File: src/rtl/shift_add_multiplier_pkg.sv
// Shared types and constants for the shift-add multiplier.
// Latency: n/a (declarations only).
// Backpressure: n/a (declarations only).
package mult_pkg;

  // Smallest operand width the datapath supports (one-bit counter, two-bit product halves).
  localparam int MIN_WIDTH = 2;
  localparam int MAX_WIDTH = 32;

  typedef enum logic [1:0] {
    ST_IDLE  = 2'd0,
    ST_ADD   = 2'd1,
    ST_SHIFT = 2'd2,
    ST_DONE  = 2'd3
  } state_t;

  // Iteration counter width; never narrower than one bit.
  function automatic int cnt_width(input int w);
    return (w <= MIN_WIDTH) ? 1 : $clog2(w);
  endfunction

endpackage

File: src/rtl/shift_add_multiplier_if.sv
// Operand/result bundle between a requester and the shift-add multiplier.
// Latency: n/a (wiring only).
// Backpressure: none; requester must hold Start until Done and may only drive operands in IDLE.
interface shift_add_multiplier_if #(
  parameter int WIDTH = 8
);

  logic             Start;
  logic             Load_B;
  logic             Signed_Mode;
  logic [WIDTH-1:0] Din;
  logic             Busy;
  logic             Done;
  logic [WIDTH-1:0] A_Out;
  logic [WIDTH-1:0] B_Out;
  logic             X;

  modport master (
    output Start, Load_B, Signed_Mode, Din,
    input  Busy, Done, A_Out, B_Out, X
  );

  modport slave (
    input  Start, Load_B, Signed_Mode, Din,
    output Busy, Done, A_Out, B_Out, X
  );

endinterface

File: src/rtl/shift_add_multiplier_addsub.sv
// WIDTH+1-bit adder/subtractor with selectable sign or zero extension of both operands.
// Latency: combinational.
// Backpressure: none.
module addsub_n #(
  parameter int WIDTH = 8
) (
  input  logic [WIDTH-1:0] a,
  input  logic [WIDTH-1:0] b,
  input  logic             sub,
  input  logic             sign_ext,
  output logic [WIDTH:0]   sum
);

  logic [WIDTH:0] a_ext;
  logic [WIDTH:0] b_ext;

  // Widen both operands by one bit so the carry/sign lands in the extension bit.
  always_comb begin
    a_ext = {sign_ext & a[WIDTH-1], a};
    b_ext = {sign_ext & b[WIDTH-1], b};
    sum   = sub ? (a_ext - b_ext) : (a_ext + b_ext);
  end

endmodule

File: src/rtl/shift_add_multiplier.sv
// Sequential shift-add multiplier: {A,B} <= B * S, one ADD + one SHIFT per multiplier bit.
// Latency: Done rises 2*WIDTH cycles after the edge that captures Start; stays until Start drops.
// Backpressure: inputs ignored while Busy; signed mode only when SHIFT_ADD_MULT_SIGNED_EN is defined.
module shift_add_multiplier
  import mult_pkg::*;
#(
  parameter int WIDTH = 8
) (
  input  logic                   Clk,
  input  logic                   Reset,
  shift_add_multiplier_if.slave  bus
);

  localparam int             CW   = cnt_width(WIDTH);
  localparam logic [CW-1:0]  LAST = CW'(WIDTH - 1);

`ifdef SHIFT_ADD_MULT_SIGNED_EN
  localparam bit SIGNED_EN = 1'b1;
`else
  localparam bit SIGNED_EN = 1'b0;
`endif

  state_t           state_q, state_d;
  logic [WIDTH-1:0] a_q, a_d;
  logic [WIDTH-1:0] b_q, b_d;
  logic [WIDTH-1:0] s_q, s_d;
  logic             x_q, x_d;
  logic             mode_q, mode_d;
  logic [CW-1:0]    cnt_q, cnt_d;

  logic             as_sub;
  logic             as_sext;
  logic [WIDTH:0]   as_sum;

`ifdef SHIFT_ADD_MULT_SIGNED_EN
  // Two's-complement: the top multiplier bit carries negative weight, so subtract on the last step.
  assign as_sext = mode_q;
  assign as_sub  = mode_q && (cnt_q == LAST);
`else
  assign as_sext = 1'b0;
  assign as_sub  = 1'b0;
`endif

  addsub_n #(.WIDTH(WIDTH)) u_addsub (
    .a        (a_q),
    .b        (s_q),
    .sub      (as_sub),
    .sign_ext (as_sext),
    .sum      (as_sum)
  );

  // State and datapath registers; reset clears everything, even mid-operation.
  always_ff @(posedge Clk or posedge Reset) begin
    if (Reset) begin
      state_q <= ST_IDLE;
      a_q     <= '0;
      b_q     <= '0;
      s_q     <= '0;
      x_q     <= 1'b0;
      mode_q  <= 1'b0;
      cnt_q   <= '0;
    end else begin
      state_q <= state_d;
      a_q     <= a_d;
      b_q     <= b_d;
      s_q     <= s_d;
      x_q     <= x_d;
      mode_q  <= mode_d;
      cnt_q   <= cnt_d;
    end
  end

  // Next-state and datapath updates for IDLE / ADD / SHIFT / DONE.
  always_comb begin
    state_d = state_q;
    a_d     = a_q;
    b_d     = b_q;
    s_d     = s_q;
    x_d     = x_q;
    mode_d  = mode_q;
    cnt_d   = cnt_q;

    case (state_q)
      ST_IDLE: begin
        // Load_B wins over Start so a new multiplier is never raced by a multiply.
        if (bus.Load_B) begin
          b_d = bus.Din;
          a_d = '0;
          x_d = 1'b0;
        end else if (bus.Start) begin
          // A is not cleared: chained multiplies reuse the previous result halves.
          s_d     = bus.Din;
          mode_d  = SIGNED_EN && bus.Signed_Mode;
          cnt_d   = '0;
          state_d = ST_ADD;
        end
      end

      ST_ADD: begin
        if (b_q[0]) begin
          {x_d, a_d} = as_sum;
        end else begin
          x_d = mode_q ? a_q[WIDTH-1] : 1'b0;
        end
        state_d = ST_SHIFT;
      end

      ST_SHIFT: begin
        // X feeds A's MSB: sign in signed mode, carry in unsigned mode (then cleared).
        a_d = {x_q, a_q[WIDTH-1:1]};
        b_d = {a_q[0], b_q[WIDTH-1:1]};
        x_d = mode_q ? x_q : 1'b0;
        if (cnt_q == LAST) begin
          state_d = ST_DONE;
        end else begin
          cnt_d   = cnt_q + 1'b1;
          state_d = ST_ADD;
        end
      end

      ST_DONE: begin
        if (!bus.Start) begin
          state_d = ST_IDLE;
        end
      end

      default: state_d = ST_IDLE;
    endcase
  end

  // Status and result outputs straight from the registers.
  always_comb begin
    bus.Busy  = (state_q == ST_ADD) || (state_q == ST_SHIFT);
    bus.Done  = (state_q == ST_DONE);
    bus.A_Out = a_q;
    bus.B_Out = b_q;
    bus.X     = x_q;
  end

endmodule

File: src/flat_wrapper.sv
// flat-port wrapper written by rule: the top's interface ports become plain ports
module shift_add_multiplier_flat import mult_pkg::*;
#(
  parameter int WIDTH = 8
)
  (Clk, Reset, bus_Start, bus_Load_B, bus_Signed_Mode, bus_Din, bus_Busy, bus_Done, bus_A_Out, bus_B_Out, bus_X);
  shift_add_multiplier_if #(.WIDTH(WIDTH)) bus_i ();
  input  logic Clk;
  input  logic Reset;
  input wire logic [$bits(bus_i.Start)-1:0] bus_Start;
  input wire logic [$bits(bus_i.Load_B)-1:0] bus_Load_B;
  input wire logic [$bits(bus_i.Signed_Mode)-1:0] bus_Signed_Mode;
  input wire logic [$bits(bus_i.Din)-1:0] bus_Din;
  output wire logic [$bits(bus_i.Busy)-1:0] bus_Busy;
  output wire logic [$bits(bus_i.Done)-1:0] bus_Done;
  output wire logic [$bits(bus_i.A_Out)-1:0] bus_A_Out;
  output wire logic [$bits(bus_i.B_Out)-1:0] bus_B_Out;
  output wire logic [$bits(bus_i.X)-1:0] bus_X;
  assign bus_i.Start = bus_Start;
  assign bus_i.Load_B = bus_Load_B;
  assign bus_i.Signed_Mode = bus_Signed_Mode;
  assign bus_i.Din = bus_Din;
  assign bus_Busy = bus_i.Busy;
  assign bus_Done = bus_i.Done;
  assign bus_A_Out = bus_i.A_Out;
  assign bus_B_Out = bus_i.B_Out;
  assign bus_X = bus_i.X;
  shift_add_multiplier #(.WIDTH(WIDTH)) u_core (.Clk(Clk), .Reset(Reset), .bus(bus_i));
endmodule
File: config.mk
export PLATFORM = sky130hd
export DESIGN_NAME = shift_add_multiplier_flat
export DESIGN_NICKNAME = d
export VERILOG_FILES = /design/src/rtl/shift_add_multiplier_pkg.sv /design/src/rtl/shift_add_multiplier_if.sv /design/src/rtl/shift_add_multiplier_addsub.sv /design/src/rtl/shift_add_multiplier.sv /design/src/flat_wrapper.sv
export SDC_FILE = /design/constraint.sdc
export NUM_CORES = 1
export LEC_CHECK = 0
export ABC_AREA = 1
export CORE_UTILIZATION = 55
export DETAILED_ROUTE_END_ITERATION = 6
export HOLD_SLACK_MARGIN = 0.05
export PLACE_DENSITY = 0.81
export SYNTH_ARGS = -nofsm -noshare
export SYNTH_HDL_FRONTEND = slang
export SYNTH_HIERARCHICAL = 1
export SYNTH_SLANG_ARGS = --single-unit
export TNS_END_PERCENT = 10
File: constraint.sdc
create_clock -name Clk -period 2.53 [get_ports Clk]
set_input_delay 0.506 -clock Clk [delete_from_list [all_inputs] [get_ports Clk]]
set_output_delay 0.506 -clock Clk [all_outputs]
set_load 0.05 [all_outputs]
# Word level (Yosys, flattened, before mapping)
# Cells that the tools add are included.
# W data, S select, Z words.
[word_totals]
ramBits = 0
romBits = 0
latchBits = 0
input_bits = 13
mem_count = 0
reg_bits = 30
[op_classes]
n_lt_le_gt_ge = 0
reduce_logical = 10
muxes = 17
addsub = 2
bitwise_logic = 1
n_div = 0
shift = 0
n_eq_ne = 10
mul = 0
[ops]
columns = ["op", "count"]
rows = [
  ["$mux W8", 3],
  ["$pmux W8 S3", 1],
  ["$pmux W8 S2", 1],
  ["$ne A2 B2 Y1 const B", 5],
  ["$add A8 B8 Y9", 1],
  ["$mux W3", 3],
  ["$reduce_and A3 Y1", 3],
  ["$mux W2", 4],
  ["$pmux W2 S4", 1],
  ["$pmux W3 S2", 1],
  ["$eq A2 B2 Y1 const B", 2],
  ["$reduce_and A2 Y1", 2],
  ["$reduce_and A4 Y1", 1],
  ["$add A3 B1 Y3 const B", 1],
  ["$eq A3 B3 Y1 const B", 1],
  ["$pmux W1 S3", 1],
  ["$reduce_bool A3 Y1", 1],
  ["$eq A2 B1 Y1 const B", 1],
  ["$logic_not A2 Y1", 1],
  ["$mux W1", 2],
  ["$ne A2 B1 Y1 const B", 1],
  ["$reduce_bool A2 Y1", 1],
  ["$logic_or A1 B1 Y1", 1],
  ["$not A1 Y1", 1],
]

# Depth between registers and ports, before layout
# Gate-level depths: netlist (run 1).
[logic_depth]
word_depth = 3
mapped_depth = 19

# By module
# The synthesis (run 1) kept the hierarchy.
[by_module_without_submodules]
columns = ["module", "cells_each", "seq_area_each_um2", "area_each_um2", "instances"]
rows = [
  ["shift_add_multiplier", 212, 750.7, 1607.8, 1],
  ["addsub_n", 119, 0.0, 654.4, 1],
]

# Worst setup path before layout (run 1)
# Ideal clock, no wire load.
[synth_timing]
path_kind = "reg2reg"
start = "register u_core.a_q[0], in the netlist u_core/bus.A_Out[0]"
end = "register u_core.a_q[6], in the netlist u_core/bus.A_Out[6]"
setup_slack_ns = 0.295
path_stages_with_launch = 13
arrival_ns = 2.168
synth_period_minus_slack_ns = 2.235
n_path_buf = 0
setup_time_ns = 0.066
path_cell_list = "dfrtp_1 > inv_1 > ha_1 > fa_1 > nand3b_1 > nand2_2 > nand2_2 > nand2_2 > xor2_2 > nand2_1 > a21oi_1 > nand2_1 > nand2_1"
[synth_via]
elab_chain_cells = 3
[synth_rtl]
columns = ["element", "line", "rtl"]
rows = [
  ["start: declaration", "shift_add_multiplier.sv:24", "logic [WIDTH-1:0] a_q, a_d;"],
  ["start signal: assignment", "shift_add_multiplier.sv:56", "a_q <= '0;"],
  ["start signal: assignment", "shift_add_multiplier.sv:64", "a_q <= a_d;"],
  ["$add A8 B8 Y9", "shift_add_multiplier_addsub.sv:21", "sum = sub ? (a_ext - b_ext) : (a_ext + b_ext);"],
  ["via u_core.as_sum[6]", "shift_add_multiplier.sv:33", "logic [WIDTH:0] as_sum;"],
  ["$mux W8", "shift_add_multiplier.sv:100", "if (b_q[0]) begin"],
  ["$pmux W8 S3", "shift_add_multiplier.sv:83", "case (state_q)"],
]
# The timed path passes the listed nets, and every way through them passes these cells. The select of a mux whose other input is x is not followed.
# A chain may end at the register's enable or synchronous reset.

# Worst setup path in the final report (run 1)
[layout_timing]
start = "register u_core.s_q[0]"
end = "register u_core.a_q[6], in the netlist u_core/bus.A_Out[6]"
[layout_via]
elab_chain_cells = 3
[layout_rtl]
columns = ["element", "line", "rtl"]
rows = [
  ["start: declaration", "shift_add_multiplier.sv:26", "logic [WIDTH-1:0] s_q, s_d;"],
  ["start signal: assignment", "shift_add_multiplier.sv:58", "s_q <= '0;"],
  ["start signal: assignment", "shift_add_multiplier.sv:66", "s_q <= s_d;"],
  ["$add A8 B8 Y9", "shift_add_multiplier_addsub.sv:21", ""],
  ["via u_core.as_sum[6]", "shift_add_multiplier.sv:33", ""],
  ["$mux W8", "shift_add_multiplier.sv:100", ""],
  ["$pmux W8 S3", "shift_add_multiplier.sv:83", ""],
]
# The timed path passes the listed nets, and every way through them passes these cells. The select of a mux whose other input is x is not followed.

==> results_dict.tcl, run 1 <==
set metrics [dict create \
    outcome "finished clean" \
    finClkSkew_ps 2.57 \
    drt-initial-drc-count 96 \
    crit_required_ps 2750 \
    initial_core_util_pct 59.6 \
    clock_latency_ps 280 \
    dp_slack_ps 175 \
    diodes 0 \
    route.vias.total 2124 \
    layout-drive-gt1-share_pct 9.14 \
    h-tree-depth 2 \
    synth_top_family_by_area "simple AND/OR/NAND/NOR gates" \
    synthesis.instances 331 \
    finalPower_mw 3.86 \
    avgRoutedWirePerCell_um 11.7 \
    coreArea_mm2 0.00380 \
    critPathLaunchType "flop" \
    fmax_mhz 423 \
    final.min_clock_period_ps 2360 \
    critical_path.slowest_cell "sky130_fd_sc_hd__fa_1" \
    synth_mux_area_share_pct 0 \
    worst_case_setup_margin_in_the_final_layout_ps 168 \
    viasPerCell 5.06 \
    combinationalPowerShare_pct 66.7 \
    clock_power_share_pct 10.3 \
    globalRouteTotalUtil_pct 26.1 \
    yosysWarningCount 6 \
    remaining_drc_errors 0 \
    rows 22 \
    first_global_vias 2028 \
    drt-pass1-iter-count 4 \
    vdd_drop_max_mv 0.955 \
    cts.sink_count 30 \
    power.net_switching_mw 2.07 \
    grt_overflow_total 0 \
    synth_seq_area_share_pct 33.2 \
    power.share.sequential_pct 23.0 \
    routability_congestion 0.850 \
    mappedNetlistArea_mm2 0.00226 \
    cts.clk_slew.worst_paths_ps 60 \
    synth_area_per_cell_um2 6.83 \
    critical_path_buf_inv_count 2 \
    end_kind "flop" \
    final_core_util_pct 71.6 \
    timing_hold_violations_final 0 \
    dp_hpwl_mm 3.65 \
    leakage_nw 1.47 \
    power.density_mw_per_mm2 1420 \
    clock_tree.buffer_depth 2 \
    critical-path-top-delay-family "adder cells" \
    grt_max_degree 31 \
    cts_tree "done" \
    grt_first_pass_wirelength_mm 8.63 \
    die_x_um 66.1 \
    boundaryPins 32 \
    power.share.switching_pct 53.7 \
    use_met1_pct 31.7 \
    yosys.area_share.adder_pct 10.8 \
    use_met2_pct 45.8 \
    count_of_input_and_output_buffers 30 \
    fin_crit_sh_pct 93.3 \
    postRouteWirelength_mm 4.91 \
    max_slew_margin_pct 64.9 \
    regToRegSetupSlack_ps 170 \
    postRouteAntennaNets 0 \
    synth_compound_area_share_pct 11.2 \
    worstPathArrival_ps 2580 \
    filler_cell_count 325 \
    synth_xor_area_share_pct 3.04 \
    synth_simple_gate_area_share_pct 30.4 \
    worstMarginPinSlew_ps 527 \
    setup_viol 0 \
    timing.hold.worst.class "flop to flop" \
    slew_viol_final 0 \
    crit_path_largest_cell_delay_ps 420 \
    totalNegativeSetupSlack_ps 0 \
    antenna_found_initial 0 \
    die_area_mm2 0.00437 \
    cellInternalPower_mw 1.79 \
    criticalPathCategory "flop to flop" \
    global_route.usage.met3_pct 5.34 \
    ctsRootBufferMaster "sky130_fd_sc_hd__clkbuf_8" \
    dieHeight_um 66.1 \
    post_synth_num_cell_types 30 \
    path_max_fanout 3 \
    cts_made_buffers 5 \
    grt_setup_unrepaired "no" \
    grt_busiest_layer "met2" \
    ys_seq_elements 30 \
    crit_path_cell_trace "inv_2 -> ha_1 -> inv_1 -> o21ai_2 -> fa_1 -> nand3b_1 -> nand2_2 -> nand2_2 -> nand2_2 -> xor2_2 -> nand2_1 -> a21oi_1 -> nand2_1 -> nand2_1" \
    holdBufCountCts 0 \
    finish.net_count 403 \
    cap_violations 0 \
    area_delta_synth_final_pct 20.2 \
]
-- tightest hold or removal path: cells and delay by family, from the launching register on --
family           cells  cell delay (ps)
DFF                  1              340
and+or+nand+nor      2              100
-- per-layer routing --
metal | vias to the layer above | share of wire [%]
met1 | 967 | 45
met5 | - | 0
met2 | 52 | 50
met4 | 0 | 0.96
met3 | 5 | 4.6
li1 | 1100 | -
-- final cells by class --
type,instances,area (um2),area share (%)
multi-input cells,246,1290,47.5
flip-flops and latches,30,751,27.6
repair buffers,33,320,11.8
inverters,55,206,7.59
clock buffers,7,86.3,3.17
well taps,48,60.1,2.21
clock inverters,1,5.00,0.184
-- power by group through the flow --
| stage | clock [mW] | sequential [mW] | combinational (mW) |
|---|---|---|---|
| global placement | 0 | 0.888 | 2.44 |
| CTS | 0.406 | 0.888 | 2.51 |
| detailed placement | 0 | 0.892 | 2.50 |
| finish | 0.396 | 0.888 | 2.58 |
| global route | 0.426 | 0.919 | 2.87 |
| floorplan | 0 | 1.21 | 1.59 |
-- registers in the layout (all words and copies together) (netlist names) --
signal            count
u_core/bus.A_Out      8
u_core/bus.B_Out      8
u_core/s_q            8
u_core/cnt_q          3
u_core/state_q        2
u_core/bus.X          1
-- per-stage QoR --
| stage | cells | area, um2 | hold WS [ps] |
|---|---|---|---|
| 2_1_floorplan | 337 | 2280 | 446 |
| 3_3_place_gp | 411 | 2610 | 458 |
| 3_5_place_dp | 411 | 2610 | 469 |
| 4_1_cts | 419 | 2700 | 483 |
| 5_1_grt | 420 | 2720 | 506 |
| 6_report | 420 | 2720 | 478 |
-- cell families (layout without fill, tap and decap cells) --
family,Yosys count,in the layout
adders and majority gates,19,19
DFF,30,30
AOI/OAI and AO/OA,46,46
other,1,7
and+or+nand+nor,167,167
xor gates and xnor gates,7,7
buffers and inverters,61,96
-- path summary, 6_finish.rpt --
kind                                              from                         endpoint  depth (start not counted)
max in group asynchronous                        Reset        u_core/s_q[3]$_DFFE_PP0P_                          3
max                          u_core/s_q[0]$_DFFE_PP0P_  u_core/bus.A_Out[6]$_DFFE_PP0P_                         14
min in group asynchronous                        Reset      u_core/cnt_q[1]$_DFFE_PP0P_                          3
min reg2reg                u_core/cnt_q[2]$_DFFE_PP0P_      u_core/cnt_q[2]$_DFFE_PP0P_                          2
max reg2reg                  u_core/s_q[0]$_DFFE_PP0P_  u_core/bus.A_Out[6]$_DFFE_PP0P_                         14
min                        u_core/cnt_q[2]$_DFFE_PP0P_      u_core/cnt_q[2]$_DFFE_PP0P_                          2
-- Yosys cell counts --
cell type,number,area [um2]
sky130_fd_sc_hd__a21boi_1,1,7.51
sky130_fd_sc_hd__a21o_1,1,7.51
sky130_fd_sc_hd__a21oi_1,11,55.1
sky130_fd_sc_hd__a21oi_2,2,17.5
sky130_fd_sc_hd__a22oi_1,1,7.51
sky130_fd_sc_hd__buf_2,1,5.00
sky130_fd_sc_hd__buf_4,2,15.0
sky130_fd_sc_hd__buf_6,2,22.5
sky130_fd_sc_hd__clkbuf_1,1,3.75
sky130_fd_sc_hd__conb_1,1,3.75
sky130_fd_sc_hd__dfrtp_1,30,751
sky130_fd_sc_hd__fa_1,1,20.0
sky130_fd_sc_hd__ha_1,18,225
sky130_fd_sc_hd__inv_1,48,180
sky130_fd_sc_hd__inv_2,7,26.3
sky130_fd_sc_hd__nand2_1,128,480
sky130_fd_sc_hd__nand2_2,3,18.8
sky130_fd_sc_hd__nand3_1,13,65.1
sky130_fd_sc_hd__nand3_2,3,30.0
sky130_fd_sc_hd__nand3b_1,3,22.5
sky130_fd_sc_hd__nand4_1,1,6.26
sky130_fd_sc_hd__nor2_1,14,52.6
sky130_fd_sc_hd__nor2_2,1,6.26
sky130_fd_sc_hd__o21ai_0,25,125
sky130_fd_sc_hd__o21ai_1,3,15.0
sky130_fd_sc_hd__o21ai_2,2,17.5
sky130_fd_sc_hd__or2_2,1,6.26
sky130_fd_sc_hd__xnor2_1,1,8.76
sky130_fd_sc_hd__xor2_1,5,43.8
sky130_fd_sc_hd__xor2_2,1,16.3
-- cell usage in the layout, fill, tap and decap left out --
cell type                         instances
sky130_fd_sc_hd__nor2_2                   2
sky130_fd_sc_hd__nand3_1                 13
sky130_fd_sc_hd__nand2_2                  3
sky130_fd_sc_hd__nand3b_1                 3
sky130_fd_sc_hd__fa_1                     1
sky130_fd_sc_hd__nand4_1                  1
sky130_fd_sc_hd__buf_4                    4
sky130_fd_sc_hd__a21o_1                   1
sky130_fd_sc_hd__inv_1                   48
sky130_fd_sc_hd__xor2_2                   1
sky130_fd_sc_hd__nand3_2                  3
sky130_fd_sc_hd__dfrtp_1                 30
sky130_fd_sc_hd__or2_2                    1
sky130_fd_sc_hd__clkinv_2                 1
sky130_fd_sc_hd__clkdlybuf4s50_1         29
sky130_fd_sc_hd__inv_2                    7
sky130_fd_sc_hd__xnor2_1                  1
sky130_fd_sc_hd__nor2_1                  13
sky130_fd_sc_hd__clkbuf_1                 1
sky130_fd_sc_hd__o21ai_0                 24
sky130_fd_sc_hd__a21oi_2                  2
sky130_fd_sc_hd__conb_1                   7
sky130_fd_sc_hd__a22oi_1                  1
sky130_fd_sc_hd__a21oi_1                 11
sky130_fd_sc_hd__a21boi_2                 1
sky130_fd_sc_hd__o21ai_2                  3
sky130_fd_sc_hd__clkbuf_8                 6
sky130_fd_sc_hd__ha_1                    18
sky130_fd_sc_hd__xor2_1                   5
sky130_fd_sc_hd__o21ai_1                  3
sky130_fd_sc_hd__nand2_1                128
-- what timing repair did --
item,in CTS,in global routing
setup endpoints to repair,0,5
endpoints found under the hold margin,0,0
buffers inserted,0,1
resized for setup,0,4
Note: power is estimated with default switching activity, not from simulation.
==> inputs of run 2 (changes only) <==
ABC_CLOCK_PERIOD_IN_PS = 2530   (was default)
CELL_PAD_IN_SITES_DETAIL_PLACEMENT = 1   (was default)
CELL_PAD_IN_SITES_GLOBAL_PLACEMENT = 1   (was default)
CORE_UTILIZATION = 39   (was 55)
GPL_TIMING_DRIVEN = 0   (was default)
==> run 2 against run 1 <==
Clock power increased by 53%. First-iteration DRC count decreased by 32%. Combinational power increased by 6%. Hold slack improved by 6.6 ps. Setup slack got worse by 11 ps. Non-clock buffer count increased by 6. Global-route usage decreased by 4.6 points. Total power increased by 9.9%. Largest cell class unchanged.
==> results_dict.tcl, run 2 (same netlist as run 1, synthesis figures left out) <==
set metrics [dict create \
    layout-drive-gt1-share_pct 11.6 \
    boundaryPins 32 \
    dieHeight_um 78.2 \
    path_common_cell "sky130_fd_sc_hd__nand2_1" \
    power.share.switching_pct 51.5 \
    worstMarginPinSlew_ps 1190 \
    antenna_found_initial 0 \
    vdd_drop_max_mv 0.690 \
    end_kind "flop" \
    cts.sink_count 30 \
    post_layout_nonfiller_instances 450 \
    criticalPathCategory "flop to flop" \
    grt_overflow_total 0 \
    critical_path_buf_inv_count 1 \
    timing_hold_violations_final 0 \
    cts_made_buffers 5 \
    h-tree-depth 2 \
    power.net_switching_mw 2.18 \
    worstPathArrival_ps 2590 \
    rows 27 \
    dp_hpwl_mm 4.55 \
    dpl-instance-area_mm2 0.00268 \
    critical_path.slowest_cell "sky130_fd_sc_hd__dfrtp_1" \
    die_x_um 78.2 \
    dp_slack_ps 128 \
    finClkSkew_ps 8.19 \
    max_slew_margin_pct 20.4 \
    remaining_drc_errors 0 \
    diodes 0 \
    power.share.sequential_pct 21.2 \
    slew_viol_final 0 \
    power.density_mw_per_mm2 1470 \
    final_core_util_pct 52.0 \
    cellInternalPower_mw 2.06 \
    globalRouteTotalUtil_pct 21.5 \
    setup_viol 0 \
    path_max_fanout 4 \
    dpl.cell_count 439 \
    viasPerCell 4.80 \
    avgRoutedWirePerCell_um 13.3 \
    grt_first_pass_wirelength_mm 10.3 \
    top_library_cells_by_usage_in_the_layout_fill_and_taps_aside "sky130_fd_sc_hd__nand2_1 (128), sky130_fd_sc_hd__inv_1 (48), sky130_fd_sc_hd__clkdlybuf4s50_1 (29), sky130_fd_sc_hd__dfrtp_1 (29), sky130_fd_sc_hd__o21ai_0 (24)" \
    combinationalPowerShare_pct 64.5 \
    finish.net_count 409 \
    postRouteWirelength_mm 6.00 \
    postRouteAntennaNets 0 \
    grt_max_degree 31 \
    timing.hold.worst.class "flop to flop" \
    clock_power_share_pct 14.3 \
    fin_crit_sh_pct 93.8 \
    worst_case_setup_margin_in_the_final_layout_ps 157 \
    cts.clk_slew.worst_paths_ps 70 \
    cap_violations 0 \
    totalNegativeSetupSlack_ps 0 \
    routability_congestion 0.784 \
    ctsRootBufferMaster "sky130_fd_sc_hd__clkbuf_8" \
    fmax_mhz 421 \
    final_cell_area_mm2 0.00288 \
    clock_tree.buffer_depth 2 \
    critPathLaunchType "flop" \
    die_area_mm2 0.00611 \
    critical-path-top-delay-family "simple AND/OR/NAND/NOR gates" \
    drt-initial-drc-count 65 \
    first_global_vias 2220 \
    layout.cells.most_common "sky130_fd_sc_hd__nand2_1" \
    leakage_nw 1.52 \
    route.vias.total 2162 \
    crit_path_cell_trace "inv_2 -> ha_4 -> nand2_1 -> nor2_2 -> nor2_1 -> xor2_1 -> ha_1 -> a21o_1 -> a21boi_2 -> nand3_1 -> nand2_1 -> nand2_1 -> a21oi_2 -> nand2_1 -> nand2_1" \
    area_delta_synth_final_pct 27.4 \
    outcome "finished clean" \
    crit_path_largest_cell_delay_ps 390 \
    clock_latency_ps 290 \
    finalPower_mw 4.24 \
    drt-pass1-iter-count 4 \
    tightest_hold_margin_ps 485 \
    coreArea_mm2 0.00554 \
    cts_tree "done" \
    initial_core_util_pct 40.8 \
    count_of_input_and_output_buffers 30 \
    final.min_clock_period_ps 2370 \
    crit_required_ps 2750 \
]
-- run 2: cell count changes in the layout (fill, tap and decap cells not counted), moves of 2 or more --
cell	before	now
sky130_fd_sc_hd__ha_4	0	2
sky130_fd_sc_hd__ha_1	18	16
sky130_fd_sc_hd__buf_6	0	2
sky130_fd_sc_hd__bufinv_16	0	2
-- run 2: power groups by stage --
stage / combinational (mW) / sequential [mW] / clock (mW)
after floorplan: 1.59 / 1.21 / 0
after global placement: 2.56 / 0.895 / 0
after detailed placement: 2.62 / 0.902 / 0
after CTS: 2.63 / 0.896 / 0.622
after global routing: 3.07 / 0.931 / 0.643
final: 2.74 / 0.901 / 0.606
-- run 2: layout make-up --
type,instances,area [um2]
buffer,6,46.3
tap,72,90.1
multi-input combinational,246,1320
sequential,30,752
inverter,55,206
fill,734,2660
timing repair buffer,33,322
clock buffer,6,82.6
clock inverter,2,60.1
-- run 2: what timing repair did --
item | 4_1_cts | 5_1_grt
setup buffers | 0 | 3
endpoints found under the hold margin | 0 | 0
pin swaps | 0 | 6
setup endpoints to repair | 1 | 4
hold buffers | 0 | 0
gates resized for setup | 1 | 10
-- run 2: path summary, 6_finish.rpt --
path / startpoint / end / slack (ps) / depth (start not counted)
max: u_core/s_q[1]$_DFFE_PP0P_ / u_core/bus.A_Out[7]$_DFFE_PP0P_ / 160 / 15
min: u_core/cnt_q[1]$_DFFE_PP0P_ / u_core/cnt_q[1]$_DFFE_PP0P_ / 490 / 2
max reg2reg: u_core/s_q[1]$_DFFE_PP0P_ / u_core/bus.A_Out[7]$_DFFE_PP0P_ / 160 / 15
min reg2reg: u_core/cnt_q[1]$_DFFE_PP0P_ / u_core/cnt_q[1]$_DFFE_PP0P_ / 490 / 2
max in group asynchronous: Reset / u_core/s_q[2]$_DFFE_PP0P_ / 900 / 2
min in group asynchronous: Reset / u_core/bus.A_Out[0]$_DFFE_PP0P_ / 840 / 2
-- run 2: per-layer routing --
metal  up-vias  track usage, %  share of wire [%]
met3         7            3.02                2.2
met4         0            6.85                1.4
met5         -               0                  0
li1       1099               -                  -
met2        25            37.2                 50
met1      1031            27.5                 46
-- run 2: worst min-delay path, stage by stage (launching register included) --
cell and delay [ps]:
sky130_fd_sc_hd__dfrtp_1 350, sky130_fd_sc_hd__nand2_1 50, sky130_fd_sc_hd__nand2_1 50
==> inputs of run 3 (changes only) <==
ABC_CLOCK_PERIOD_IN_PS = 2800   (was 2530)
CORE_MARGIN = 3   (was default)
CORE_UTILIZATION = 42   (was 39)
PLACE_DENSITY = 0.86   (was 0.81)
clock period = 2.8 ns   (was 2.53 ns; I/O delays follow)
==> run 3 against run 2 <==
Clock power is 9.2% lower. Hold slack gained 12 ps. Flip-flop and latch count stayed put. Total power shrank 11%. Sequential share of layout area up 0.58 points. Sequential power down 10%. Clock skew increased by 3.1 ps. Global-route usage rose by 0.073 points. Critical endpoint is now bus_Busy.
==> results_dict.tcl, run 3 (same netlist as run 1, synthesis figures left out) <==
set metrics [dict create \
    setup_viol 0 \
    avgRoutedWirePerCell_um 14.0 \
    max_slew_margin_pct 23.6 \
    die_x_um 79.4 \
    worst_setup_startpoint "u_core/state_q[0]$_DFFE_PP0P_" \
    grt_max_degree 31 \
    boundaryPins 32 \
    grt_first_pass_wirelength_mm 10.8 \
    die_area_mm2 0.00630 \
    grt_setup_unrepaired "no" \
    remaining_drc_errors 0 \
    post_cts.repair.setup_buffers 0 \
    drt-initial-drc-count 83 \
    crit_required_ps 2240 \
    totalNegativeSetupSlack_ps 0 \
    cap_violations 0 \
    regToRegSetupSlack_ps 320 \
    clock_tree.buffer_depth 2 \
    timing.hold.worst.class "flop to flop" \
    diodes 0 \
    dieHeight_um 79.4 \
    first_global_vias 2347 \
    holdBufCountCts 0 \
    leakage_nw 1.50 \
    dpl.cell_count 437 \
    ctsRootBufferMaster "sky130_fd_sc_hd__clkbuf_8" \
    power.density_mw_per_mm2 1340 \
    worstHoldStart "u_core/cnt_q[2]$_DFFE_PP0P_" \
    globalRouteTotalUtil_pct 21.6 \
    antenna_found_initial 0 \
    path_max_fanout 6 \
    initial_core_util_pct 43.7 \
    finClkSkew_ps 11.3 \
    routability_congestion 0.824 \
    viasPerCell 4.98 \
    cts_tree "done" \
    cts_made_buffers 5 \
    cts-resized-gates 0 \
    outcome "finished clean" \
    postRouteWirelength_mm 6.22 \
    rows 26 \
    layout.cells.most_common "sky130_fd_sc_hd__nand2_1" \
    criticalPathCategory "flop to output port" \
    cts.sink_count 30 \
    clock_latency_ps 280 \
    dp_slack_ps 356 \
    fin_crit_sh_pct 91.3 \
    final.min_clock_period_ps 2560 \
    route.vias.total 2218 \
    critical_path.reg2reg.startpoint "u_core/s_q[0]$_DFFE_PP0P_" \
    postRouteAntennaNets 0 \
    worstMarginPinSlew_ps 1140 \
    dp_hpwl_mm 4.85 \
    end_kind "output port" \
    worstHoldPathCells 2 \
    worst_case_setup_margin_in_the_final_layout_ps 245 \
    post_layout_nonfiller_instances 445 \
    vdd_drop_max_mv 0.601 \
    critPathLaunchType "flop" \
    h-tree-depth 2 \
    count_of_input_and_output_buffers 30 \
    coreArea_mm2 0.00517 \
    layout-drive-gt1-share_pct 8.80 \
    cts.clk_slew.worst_paths_ps 60 \
    drt-pass1-iter-count 4 \
    timing_hold_violations_final 0 \
    worstPathArrival_ps 2000 \
    top_library_cells_by_usage_in_the_layout_fill_and_taps_aside "sky130_fd_sc_hd__nand2_1 (128), sky130_fd_sc_hd__inv_1 (48), sky130_fd_sc_hd__clkdlybuf4s50_1 (30), sky130_fd_sc_hd__dfrtp_1 (30), sky130_fd_sc_hd__o21ai_0 (25)" \
    r2r.worst_path.cells 15 \
    fmax_mhz 391 \
    finish.net_count 406 \
    grt_overflow_total 0 \
    area_delta_synth_final_pct 24.4 \
    slew_viol_final 0 \
]
-- run 3: through the flow --
step / util, % / hold slack [ps] / area [um2] / power, mW
5_1_grt: 54.4 / 527 / 2820 / 4.10
3_5_place_dp: 51.7 / 486 / 2670 / 3.20
6_report: 54.4 / 497 / 2820 / 3.76
3_3_place_gp: 51.7 / 470 / 2670 / 3.11
2_1_floorplan: - / 446 / 2280 / 2.53
4_1_cts: 54.4 / 502 / 2820 / 3.79
-- run 3: worst max-delay path, cell delays in order (launching register included) --
cell	delay (ps)
sky130_fd_sc_hd__dfrtp_1	450
sky130_fd_sc_hd__inv_1	130
sky130_fd_sc_hd__ha_1	330
sky130_fd_sc_hd__clkdlybuf4s50_1	800
-- run 3: final cells by class --
cell class | instances | area (um2)
plain buffers | 6 | 46.3
clock buffers | 6 | 82.6
clock inverters | 2 | 60.1
fillers | 672 | 2360
inverters | 55 | 206
multi-input cells | 246 | 1280
flip-flops and latches | 30 | 751
well taps | 70 | 87.6
repair buffers | 30 | 300
-- run 3: worst paths after layout --
check,to
max,bus_Busy
max in group asynchronous,u_core/state_q[0]$_DFFE_PP0P_
max reg2reg,u_core/bus.A_Out[7]$_DFFE_PP0P_
min,u_core/cnt_q[2]$_DFFE_PP0P_
min in group asynchronous,u_core/s_q[7]$_DFFE_PP0P_
min reg2reg,u_core/cnt_q[2]$_DFFE_PP0P_
-- run 3: layer usage --
metal | vias up | track usage (%) | wire [um]
met1 | 1082 | 25.8 | 2780
li1 | 1099 | - | -
met2 | 29 | 40.1 | 3230
met4 | 0 | 4.81 | 68
met5 | - | 0 | 0
met3 | 8 | 3.61 | 144
-- run 3: where the power goes --
part	leakage [nW]	switching, mW	internal [mW]
logic	1.04	1.59	0.814
clock network	0.0714	0.171	0.380
registers	0.388	0.202	0.609
total	1.50	1.96	1.80
